<file path="src/rtl/bcd_modn_counter_if.sv">
// rtl/bcd_modn_counter_if.sv - Signal bundle for the BCD modulo-N start/pause counter
//
// Purpose : groups the push-button, count-control and display signals of
//           bcd_modn_counter so that they travel as one port.
// Signals :
//   key            start/pause button, active-low, asynchronous to clk
//   up             count direction, 1 = up, 0 = down
//   load           one-cycle synchronous load strobe, active-high
//   load_val[7:0]  BCD value to load, {tens, units}
//   run            1 = counting, 0 = paused
//   cnt[7:0]       current BCD count, {tens, units}
//   carry          one-cycle pulse on wrap in either direction
//   segment_led_1  tens digit, {SEG, DP, G, F, E, D, C, B, A}
//   segment_led_2  units digit, same bit order
// Modports:
//   master - drives the controls and observes the outputs
//   slave  - the counter itself

interface bcd_modn_counter_if;
    logic       key;
    logic       up;
    logic       load;
    logic [7:0] load_val;
    logic       run;
    logic [7:0] cnt;
    logic       carry;
    logic [8:0] segment_led_1;
    logic [8:0] segment_led_2;

    modport master (
        output key,
        output up,
        output load,
        output load_val,
        input  run,
        input  cnt,
        input  carry,
        input  segment_led_1,
        input  segment_led_2
    );

    modport slave (
        input  key,
        input  up,
        input  load,
        input  load_val,
        output run,
        output cnt,
        output carry,
        output segment_led_1,
        output segment_led_2
    );
endinterface

</file>
<file path="src/rtl/bcd_modn_counter.sv">
// rtl/bcd_modn_counter.sv - Two-digit BCD modulo-N up/down counter with debounced start/pause key
//
// Purpose : a prescaler divides clk down to a count tick; on each tick the
//           two-digit BCD count steps up or down modulo MOD_N while running.
//           A debounced push button toggles run; a load strobe presets the
//           count. Both digits are decoded to active-high seven-segment codes.
// Parameters:
//   DIV_N  clk cycles per count tick (>= 2)
//   MOD_N  count modulus, 2..100; sequence 0..MOD_N-1
//   DEB_N  cycles the key must be stable before it is accepted (>= 1)
// Ports:
//   clk    system clock, all state on its rising edge
//   rst    synchronous reset, active-low
//   bus    bcd_modn_counter_if.slave (key, up, load, load_val in;
//          run, cnt, carry, segment_led_1, segment_led_2 out)

module bcd_modn_counter #(
    parameter int DIV_N = 12_000_000,
    parameter int MOD_N = 60,
    parameter int DEB_N = 240_000
) (
    input  logic                  clk,
    input  logic                  rst,
    bcd_modn_counter_if.slave     bus
);

    localparam int PRE_W = $clog2(DIV_N);
    localparam int DEB_W = (DEB_N > 1) ? $clog2(DEB_N) : 1;

    localparam logic [PRE_W-1:0] PRE_LAST = PRE_W'(DIV_N - 1);
    localparam logic [DEB_W-1:0] DEB_LAST = DEB_W'(DEB_N - 1);

    // Highest count value, MOD_N-1, in BCD.
    localparam logic [3:0] MAX_TENS  = 4'((MOD_N - 1) / 10);
    localparam logic [3:0] MAX_UNITS = 4'((MOD_N - 1) % 10);
    localparam logic [7:0] MAX_BCD   = {MAX_TENS, MAX_UNITS};

    // ------------------------------------------------------------------
    // Key synchroniser and debouncer
    // ------------------------------------------------------------------
    logic             r_sync1;
    logic             r_sync2;
    logic             r_deb;
    logic [DEB_W-1:0] r_deb_cnt;
    logic             w_deb_diff;
    logic             w_deb_flip;
    logic             w_key_fall;

    // r_deb_cnt counts consecutive cycles in which the synchronised key
    // disagrees with the accepted level; the level flips on the DEB_N-th.
    assign w_deb_diff = (r_sync2 != r_deb);
    assign w_deb_flip = w_deb_diff && (r_deb_cnt == DEB_LAST);
    // A flip away from released (1) is the accepted press.
    assign w_key_fall = w_deb_flip && r_deb;

    always_ff @(posedge clk) begin
        if (!rst) begin
            r_sync1   <= 1'b1;
            r_sync2   <= 1'b1;
            r_deb     <= 1'b1;
            r_deb_cnt <= '0;
        end else begin
            r_sync1 <= bus.key;
            r_sync2 <= r_sync1;
            if (!w_deb_diff || w_deb_flip) begin
                r_deb_cnt <= '0;
            end else begin
                r_deb_cnt <= r_deb_cnt + 1'b1;
            end
            if (w_deb_flip) begin
                r_deb <= r_sync2;
            end
        end
    end

    // ------------------------------------------------------------------
    // Start/pause state
    // ------------------------------------------------------------------
    logic r_run;

    always_ff @(posedge clk) begin
        if (!rst) begin
            r_run <= 1'b0;
        end else if (w_key_fall) begin
            r_run <= ~r_run;
        end
    end

    // ------------------------------------------------------------------
    // Prescaler: free-running, unaffected by run and load
    // ------------------------------------------------------------------
    logic [PRE_W-1:0] r_pre;
    logic             w_tick;

    assign w_tick = (r_pre == PRE_LAST);

    always_ff @(posedge clk) begin
        if (!rst) begin
            r_pre <= '0;
        end else if (w_tick) begin
            r_pre <= '0;
        end else begin
            r_pre <= r_pre + 1'b1;
        end
    end

    // ------------------------------------------------------------------
    // BCD count
    // ------------------------------------------------------------------
    logic [3:0] r_tens;
    logic [3:0] r_units;
    logic       r_carry;
    logic [7:0] w_cnt;
    logic       w_load_ok;
    logic [7:0] w_load_bcd;
    logic [7:0] w_step_bcd;
    logic       w_step_wrap;

    assign w_cnt = {r_tens, r_units};

    // With both digits legal, BCD ordering matches plain binary ordering,
    // so the range check can compare the packed byte directly.
    assign w_load_ok  = (bus.load_val[7:4] <= 4'd9) &&
                        (bus.load_val[3:0] <= 4'd9) &&
                        (bus.load_val <= MAX_BCD);
    assign w_load_bcd = w_load_ok ? bus.load_val : 8'h00;

    always_comb begin
        w_step_bcd  = w_cnt;
        w_step_wrap = 1'b0;
        if (bus.up) begin
            if (w_cnt == MAX_BCD) begin
                w_step_bcd  = 8'h00;
                w_step_wrap = 1'b1;
            end else if (r_units == 4'd9) begin
                w_step_bcd = {r_tens + 4'd1, 4'd0};
            end else begin
                w_step_bcd = {r_tens, r_units + 4'd1};
            end
        end else begin
            if (w_cnt == 8'h00) begin
                w_step_bcd  = MAX_BCD;
                w_step_wrap = 1'b1;
            end else if (r_units == 4'd0) begin
                w_step_bcd = {r_tens - 4'd1, 4'd9};
            end else begin
                w_step_bcd = {r_tens, r_units - 4'd1};
            end
        end
    end

    // Load wins over a coinciding tick and never produces a carry.
    always_ff @(posedge clk) begin
        if (!rst) begin
            r_tens  <= 4'd0;
            r_units <= 4'd0;
            r_carry <= 1'b0;
        end else if (bus.load) begin
            r_tens  <= w_load_bcd[7:4];
            r_units <= w_load_bcd[3:0];
            r_carry <= 1'b0;
        end else if (w_tick && r_run) begin
            r_tens  <= w_step_bcd[7:4];
            r_units <= w_step_bcd[3:0];
            r_carry <= w_step_wrap;
        end else begin
            r_carry <= 1'b0;
        end
    end

    // ------------------------------------------------------------------
    // Seven-segment decode, A..G active-high, SEG and DP held at 0
    // ------------------------------------------------------------------
    function automatic logic [6:0] seg_decode(input logic [3:0] digit);
        logic [6:0] seg;
        case (digit)
            4'd0:    seg = 7'h3F;
            4'd1:    seg = 7'h06;
            4'd2:    seg = 7'h5B;
            4'd3:    seg = 7'h4F;
            4'd4:    seg = 7'h66;
            4'd5:    seg = 7'h6D;
            4'd6:    seg = 7'h7D;
            4'd7:    seg = 7'h07;
            4'd8:    seg = 7'h7F;
            4'd9:    seg = 7'h6F;
            default: seg = 7'h00;
        endcase
        return seg;
    endfunction

    assign bus.run           = r_run;
    assign bus.cnt           = w_cnt;
    assign bus.carry         = r_carry;
    assign bus.segment_led_1 = {2'b00, seg_decode(r_tens)};
    assign bus.segment_led_2 = {2'b00, seg_decode(r_units)};

endmodule

</file>
<file path="src/flat_wrapper.sv">
// flat-port wrapper written by rule: the top's interface ports become plain ports
module bcd_modn_counter_flat 
#(
    parameter int DIV_N = 12_000_000,
    parameter int MOD_N = 60,
    parameter int DEB_N = 240_000
)
  (clk, rst, bus_key, bus_up, bus_load, bus_load_val, bus_run, bus_cnt, bus_carry, bus_segment_led_1, bus_segment_led_2);
  bcd_modn_counter_if bus_i ();
  input  logic clk;
  input  logic rst;
  input wire logic [$bits(bus_i.key)-1:0] bus_key;
  input wire logic [$bits(bus_i.up)-1:0] bus_up;
  input wire logic [$bits(bus_i.load)-1:0] bus_load;
  input wire logic [$bits(bus_i.load_val)-1:0] bus_load_val;
  output wire logic [$bits(bus_i.run)-1:0] bus_run;
  output wire logic [$bits(bus_i.cnt)-1:0] bus_cnt;
  output wire logic [$bits(bus_i.carry)-1:0] bus_carry;
  output wire logic [$bits(bus_i.segment_led_1)-1:0] bus_segment_led_1;
  output wire logic [$bits(bus_i.segment_led_2)-1:0] bus_segment_led_2;
  assign bus_i.key = bus_key;
  assign bus_i.up = bus_up;
  assign bus_i.load = bus_load;
  assign bus_i.load_val = bus_load_val;
  assign bus_run = bus_i.run;
  assign bus_cnt = bus_i.cnt;
  assign bus_carry = bus_i.carry;
  assign bus_segment_led_1 = bus_i.segment_led_1;
  assign bus_segment_led_2 = bus_i.segment_led_2;
  bcd_modn_counter #(.DIV_N(DIV_N), .MOD_N(MOD_N), .DEB_N(DEB_N)) u_core (.clk(clk), .rst(rst), .bus(bus_i));
endmodule
</file>
<file path="config.mk">
export PLATFORM = sky130hd
export DESIGN_NAME = bcd_modn_counter_flat
export DESIGN_NICKNAME = d
export VERILOG_FILES = /design/src/rtl/bcd_modn_counter_if.sv /design/src/rtl/bcd_modn_counter.sv /design/src/flat_wrapper.sv
export SDC_FILE = /design/constraint.sdc
export NUM_CORES = 1
export LEC_CHECK = 0
export ABC_AREA = 1
export CAP_MARGIN = 20
export CORE_ASPECT_RATIO = 2
export CORE_UTILIZATION = 45
export DETAILED_ROUTE_END_ITERATION = 16
export PLACE_DENSITY = 0.69
export SYNTH_ARGS = -nofsm -noshare
export SYNTH_HDL_FRONTEND = slang
export SYNTH_SLANG_ARGS = --single-unit
</file>
<file path="constraint.sdc">
create_clock -name clk -period 2.41 [get_ports clk]
set_input_delay 0.3615 -clock clk [delete_from_list [all_inputs] [get_ports clk]]
set_output_delay 0.3615 -clock clk [all_outputs]
set_load 0.05 [all_outputs]
</file>
## Yosys cells after proc, flatten, opt, wreduce, memory -nomap -nowiden

Memory sizes are Yosys's and may differ from the RTL's. A register that Yosys moved wholly into a read port is not among the register bits.
Cells that the tools add are included.

- Register bits: 55
- Bits in read-only memories: 224
- Output and inout bits: 28
- Memories kept: 2

- $add $sub $neg: 6
- Magnitude comparators: 3
- Equal/unequal tests: 6
- Muxes and demuxes: 17
- Bitwise logic cells: 3
- Reductions and logical operators: 15

Memories:

| memory | words | width | rd ports | clocked after memory_dff | wr ports | line | text |
|---|---|---|---|---|---|---|---|
| (name not given) | 16 | 7 | 1 | 1 | 0 | bcd_modn_counter.sv:176 | `case (digit)` |
| (name not given) | 16 | 7 | 1 | 1 | 0 | bcd_modn_counter.sv:176 |  |

Operators with widths:

| operator | count |
|---|---|
| 8-bit 2-to-1 mux | 6 |
| 4-bit 2-to-1 mux | 8 |
| 24-bit by 1-bit adder with 24-bit output, second input constant | 1 |
| 24-bit equality test, second input constant | 1 |
| 18-bit by 1-bit adder with 18-bit output, second input constant | 1 |
| 18-bit equality test, second input constant | 1 |
| 4-bit by 1-bit adder with 4-bit output, second input constant | 2 |
| 8-bit by 7-bit equality test with 1-bit output, second input constant | 1 |
| 4-bit <= comparator, second input constant | 2 |
| 8-bit by 7-bit <= comparator with 1-bit output, second input constant | 1 |
| 8-bit zero test | 1 |
| 4-bit by 1-bit subtractor with 4-bit output, second input constant | 2 |
| 1-bit logical AND | 5 |
| 4-bit equality test, second input constant | 1 |
| 4-bit zero test | 1 |
| 4-bit by 1-bit != test with 1-bit output, second input constant | 1 |
| 4-bit nonzero test | 1 |
| 2-bit OR reduction | 2 |
| 1-bit 2-to-1 mux | 3 |
| 1-bit NOT | 3 |
| 3-bit AND reduction | 1 |
| 3-bit OR reduction | 1 |
| 2-bit nonzero test | 1 |
| 1-bit zero test | 1 |
| other kinds (2) | 2 |

## Depth between registers and ports, before layout

- Depth in word-level cells: 8
- Gate-level depth with buffers: 19

## Least setup slack after synthesis

Ideal clock, no wire load.

- Path type: register to register
- From: register u_core.r_units[0]
- To: register, netlist name u_core.bus.segment_led_1[1]
- Setup time: 0.115 ns
- Data arrival time: 2.508 ns
- Setup slack: -0.213 ns
- Stages on the path, launching flop included: 17
- Path buffers: 0
- Period minus slack after synthesis: 2.623 ns
- Cells stage by stage: dfxtp_1 -> inv_1 -> ha_1 -> nand3_2 -> inv_2 -> nor2_1 -> a21oi_2 -> nand2_2 -> nand2_1 -> nand2_1 -> nand2_1 -> inv_1 -> ha_1 -> inv_1 -> nand4_1 -> nand2_1 -> nand2_1

- Longest elaborated chain between the ends: 7

RTL lines:

| item | line | text |
|---|---|---|
| start, declared | bcd_modn_counter.sv:111 | `logic [3:0] r_units;` |
| start signal, assigned | bcd_modn_counter.sv:160 | `r_units <= w_load_bcd[3:0];` |
| start signal, assigned | bcd_modn_counter.sv:164 | `r_units <= w_step_bcd[3:0];` |
| 8-bit by 7-bit equality test with 1-bit output / 8-bit zero test (equally long branches) | bcd_modn_counter.sv:132, bcd_modn_counter.sv:141 |  |
| 8-bit 2-to-1 mux, on equally long branches | bcd_modn_counter.sv:132, bcd_modn_counter.sv:141 |  |
| 8-bit 2-to-1 mux | bcd_modn_counter.sv:131 | `if (bus.up) begin` |
| 4-bit 2-to-1 mux | bcd_modn_counter.sv:162 | `end else if (w_tick && r_run) begin` |
| 4-bit 2-to-1 mux | bcd_modn_counter.sv:158 | `end else if (bus.load) begin` |
| 4-bit 2-to-1 mux (no source line) * (2 in a row) | n/a |  |

Every way passes the cells marked *; elsewhere a longest branch is shown, timed or not. The select of a mux whose other input is x is not followed.
A chain may end at the register's enable or synchronous reset.

## Worst setup path in the final report

- From: register u_core.r_tens[0]
- To: register, netlist name u_core.bus.segment_led_1[1]

- Longest elaborated chain between the ends: 8

RTL lines:

| item | line | text |
|---|---|---|
| start, declared | bcd_modn_counter.sv:110 | `logic [3:0] r_tens;` |
| start signal, assigned | bcd_modn_counter.sv:159 | `r_tens <= w_load_bcd[7:4];` |
| start signal, assigned | bcd_modn_counter.sv:163 | `r_tens <= w_step_bcd[7:4];` |
| 4-bit by 1-bit subtractor with 4-bit output / 4-bit by 1-bit adder with 4-bit output (equally long branches) | bcd_modn_counter.sv:145, bcd_modn_counter.sv:136 |  |
| 8-bit 2-to-1 mux, on equally long branches | bcd_modn_counter.sv:144, bcd_modn_counter.sv:135 |  |
| 8-bit 2-to-1 mux, on equally long branches | bcd_modn_counter.sv:141, bcd_modn_counter.sv:132 |  |
| 8-bit 2-to-1 mux | bcd_modn_counter.sv:131 |  |
| 4-bit 2-to-1 mux | bcd_modn_counter.sv:162 |  |
| 4-bit 2-to-1 mux | bcd_modn_counter.sv:158 |  |
| 4-bit 2-to-1 mux (no source line) * (2 in a row) | n/a |  |

Marks and branches as above.

==> flow_summary.toml <==
[outcome]
run_status = "finished clean"

[hold_path]
hp-class = "reg2reg"
min_delay_path_depth = 1
min_from = "u_core.r_sync1"

[yosys]
synthesis.area_um2 = 3875
syn-mean-instance-area_um2 = 7.071
yosysWarnings = 0
post_synth_main_area_contributors = "sky130_fd_sc_hd__dfxtp_1, sky130_fd_sc_hd__nand2_1, sky130_fd_sc_hd__inv_1, sky130_fd_sc_hd__ha_1, sky130_fd_sc_hd__nand3_1"
share_of_yosys_cell_area_claimed_by_the_top_area_cell_type_pct = 35.65
async_flop_share_pct = 0
synth-edff-count = 0
synthMostInstantiatedCell = "sky130_fd_sc_hd__nand2_1"
synth_seq_cells = 69
yosysSeqAreaShare_pct = 35.65
yosysUniqueCellTypes = 37
synth_area_leader_cell = "sky130_fd_sc_hd__dfxtp_1"
syn_inst = 548
ys_dominant_reg_cell = "sky130_fd_sc_hd__dfxtp_1"
most_frequent_cells_after_synthesis = "sky130_fd_sc_hd__nand2_1, sky130_fd_sc_hd__inv_1, sky130_fd_sc_hd__dfxtp_1"

[layout]
share_of_cells_above_drive_strength_1_pct = 21.19
num-nets-final = 665
finalInstanceArea_um2 = 5080
finish.utilization_pct = 61.26
final_cells = 735
diodes = 0
area_growth_syn_to_layout_pct = 31.09

[sta]
fmax_mhz = 434.1
relative_slew_slack_pct = 64.95
timing.hold.ws_ns = 0.4151
worst-slew-pin-transition_ns = 0.5241
final.min_clock_period_ns = 2.304
final.setup.tns_ns = 0
pins_over_slew_limit = 0
clk_skew_ns = 0.005644
period_share_pct = 95.58
setup_viol = 0
finalHoldViolCount = 0

[clock_tree]
cts_num_sinks = 69
cts_buffer_depth = 2
cts.reportedPaths.clkPinSlew_ns = 0.06
cts-buffers-inserted = 9
ctsHtreeMaxLevel = 3
worst_skew_pair.late_latency_ns = 0.33
clk_root_buffer_cell = "sky130_fd_sc_hd__clkbuf_16"
cts_tree = "built"

[route]
via_count = 3707
drt-pass1-iter-count = 6
wl_per_cell_um = 12.55
drt-initial-drc-count = 236
final_antenna_net_count = 0
drt_drc_violations_left = 0
detail_routed_via_count_per_cell = 5.044
routed_wl_mm = 9.227

[setup_path]
r2r.worst_path.cells = 17
timing.critical_path.mode_cell = "sky130_fd_sc_hd__nand2_1"
critPathCaptureType = "flop"
critPathBufInv = 4
library_cell_contributing_the_largest_single_delay_on_the_critical_path = "sky130_fd_sc_hd__dfxtp_2"
crit_chain = "inv_2, ha_1, inv_1, nor2_2, nand2_1, a21oi_1, nand2_1, nor2_2, nand3_2, nand2_2, nand2_2, inv_2, ha_1, inv_1, nand4_1, nand2_1, nand2_1"
critical_path_arrival_ns = 2.53
critical_path.startpoint = "u_core.r_tens[0]"
crit_path_launch_type = "flop"
cpLargestDelayFamily = "simple AND/OR/NAND/NOR gates"
crit_fanout = 6
crit_path_max_incr_delay_ns = 0.36
r2r-start = "u_core.r_tens[0]"
critPathRequiredTime_ns = 2.64
cp.depth = 17
timing.setup.critical_path_class = "reg2reg"

[global_routing]
globalRoute.totalOverflow = 0
grt_first_pass_wirelength_mm = 15.28
grt_pass1_vias = 3656
gr-usage-all-layers_pct = 22.37
grt_start_max_net_pins = 14
grt_antenna_before_repair = 0

[floorplan]
chipWidth_um = 67.62
placeableCoreArea_um2 = 8292
effective_utilization_at_floorplan_pct = 46.73
design.die.area_um2 = 9008
die_height_um = 133.2
top_level_ports = 41
placementRows = 47

[place]
globalplace.congestion = 0.8711
place.detailed.instances = 713
placed_area_um2 = 4596
post-dp-hpwl_mm = 7.081
buffer_ports.inserted = 36

[power_and_ir_drop]
p_leak_uw = 0.002242
comb_power_share_pct = 20.4
peakVddDrop_mv = 0.4419
seqPwrFrac_pct = 36.8
pwr_density_cell_nw_per_um2 = 658.9
internal_power_uw = 2360
power.switching_uw = 987.8
switching_power_share_of_the_total_pct = 29.51
clock_power_share_pct = 42.9

[job]
max_capacitance_violation_count = 0
## sequential cells by signal, indices dropped and copies added, names as in the netlist
register                  flops
u_core.r_sync1                1
u_core.r_deb_cnt             18
u_core.bus.segment_led_1      7
u_core.r_tens                 4
u_core.r_deb                  1
u_core.bus.run                1
u_core.r_units                4
u_core.r_sync2                1
u_core.bus.carry              1
u_core.r_pre                 24
u_core.bus.segment_led_2      7
## final timing paths
check | endpoint | slack (ns)
max reg2reg | u_core.bus.segment_led_1[1] | 0.11
min | u_core.r_sync2 | 0.42
min reg2reg | u_core.r_sync2 | 0.42
max | u_core.bus.segment_led_1[1] | 0.11
## per-stage QoR
step / power, uW / worst slack [ns]
finish: 3347 / 0.1064
global route: 3470 / -0.06607
CTS: 3335 / 0.01436
detailed placement: 1903 / -0.1099
global placement: 1896 / -0.06771
floorplan: 1678 / 0.03164
## power groups by stage
stage | registers, uW | clock network [uW] | logic (uW)
5_1_grt | 1240 | 1500 | 733
3_3_place_gp | 1250 | 0 | 644
2_1_floorplan | 1410 | 0 | 263
3_5_place_dp | 1250 | 0 | 649
6_report | 1230 | 1440 | 681
4_1_cts | 1230 | 1450 | 653
## cell families after synthesis
kind of cell | after synthesis | share of synthesized area [%]
DFF | 69 | 35.65
xor gates and xnor gates | 9 | 2.034
other | 1 | 0.09678
AOI/OAI and AO/OA | 61 | 8.395
adders and majority gates | 20 | 6.458
buffers and inverters | 94 | 10.46
and+or+nand+nor | 294 | 36.91
## area by class of cell
class,count,area [um2]
Clock inverter,7,97.59
Timing Repair Buffer,82,718.2
Fill cell,739,3212
Multi-Input combinational cell,388,2208
Tap cell,98,122.6
Sequential cell,69,1393
Clock buffer,9,225.2
Inverter,82,315.3
## worst register-to-register path, cell delays in order (launching register included)
cell and delay (ns):
sky130_fd_sc_hd__dfxtp_2 0.36, sky130_fd_sc_hd__inv_2 0.10, sky130_fd_sc_hd__ha_1 0.17, sky130_fd_sc_hd__inv_1 0.06, sky130_fd_sc_hd__nor2_2 0.13, sky130_fd_sc_hd__nand2_1 0.13
sky130_fd_sc_hd__a21oi_1 0.15, sky130_fd_sc_hd__nand2_1 0.07, sky130_fd_sc_hd__nor2_2 0.14, sky130_fd_sc_hd__nand3_2 0.11, sky130_fd_sc_hd__nand2_2 0.10, sky130_fd_sc_hd__nand2_2 0.06
sky130_fd_sc_hd__inv_2 0.06, sky130_fd_sc_hd__ha_1 0.22, sky130_fd_sc_hd__inv_1 0.06, sky130_fd_sc_hd__nand4_1 0.13, sky130_fd_sc_hd__nand2_1 0.10, sky130_fd_sc_hd__nand2_1 0.05
## timing repair
action,4_1_cts,5_1_grt
hold buffers,0,0
resized for setup,0,39
setup buffers,0,6
setup endpoints to repair,0,13
## per-layer routing
metal	vias to the layer above	share of wire, %	GRT usage, %
met4	0	2.7	11.58
met3	21	2.7	5.308
met5	-	0	0
met1	1711	36	20.49
met2	56	58	42.24
li1	1919	-	-
## layout by cell type (no fill, tap or decap), types with 2 or more instances in the layout
| cell type | netlist | final |
|---|---|---|
| sky130_fd_sc_hd__nor2_2 | 6 | 9 |
| sky130_fd_sc_hd__o21ai_1 | 1 | 3 |
| sky130_fd_sc_hd__nand4_1 | 11 | 11 |
| sky130_fd_sc_hd__dfxtp_2 | 0 | 6 |
| sky130_fd_sc_hd__buf_4 | 5 | 45 |
| sky130_fd_sc_hd__a21oi_1 | 26 | 26 |
| sky130_fd_sc_hd__inv_1 | 77 | 71 |
| sky130_fd_sc_hd__o211ai_1 | 2 | 2 |
| sky130_fd_sc_hd__ha_1 | 20 | 15 |
| sky130_fd_sc_hd__inv_6 | 0 | 2 |
| sky130_fd_sc_hd__nor2_4 | 3 | 5 |
| sky130_fd_sc_hd__o21ai_0 | 26 | 24 |
| sky130_fd_sc_hd__clkinvlp_4 | 0 | 2 |
| sky130_fd_sc_hd__inv_2 | 4 | 9 |
| sky130_fd_sc_hd__nor4_1 | 4 | 4 |
| sky130_fd_sc_hd__clkdlybuf4s50_1 | 0 | 36 |
| sky130_fd_sc_hd__clkbuf_16 | 0 | 9 |
| sky130_fd_sc_hd__conb_1 | 1 | 4 |
| sky130_fd_sc_hd__a211oi_1 | 2 | 2 |
| sky130_fd_sc_hd__nor3b_1 | 6 | 6 |
| sky130_fd_sc_hd__nor2_1 | 53 | 48 |
| sky130_fd_sc_hd__nand2_4 | 3 | 2 |
| sky130_fd_sc_hd__nand3_1 | 49 | 46 |
| sky130_fd_sc_hd__nand2_2 | 7 | 14 |
| sky130_fd_sc_hd__dfxtp_1 | 69 | 62 |
| sky130_fd_sc_hd__nand2_1 | 127 | 120 |
| sky130_fd_sc_hd__nor3_1 | 11 | 11 |
| sky130_fd_sc_hd__nand3_2 | 2 | 3 |
| sky130_fd_sc_hd__xor2_1 | 8 | 8 |
| sky130_fd_sc_hd__nand3_4 | 6 | 8 |
| sky130_fd_sc_hd__a31oi_1 | 2 | 2 |
| sky130_fd_sc_hd__bufinv_16 | 0 | 2 |
| sky130_fd_sc_hd__or2_2 | 5 | 5 |
| sky130_fd_sc_hd__ha_2 | 0 | 4 |
Note: power is estimated with default switching activity, not from simulation.
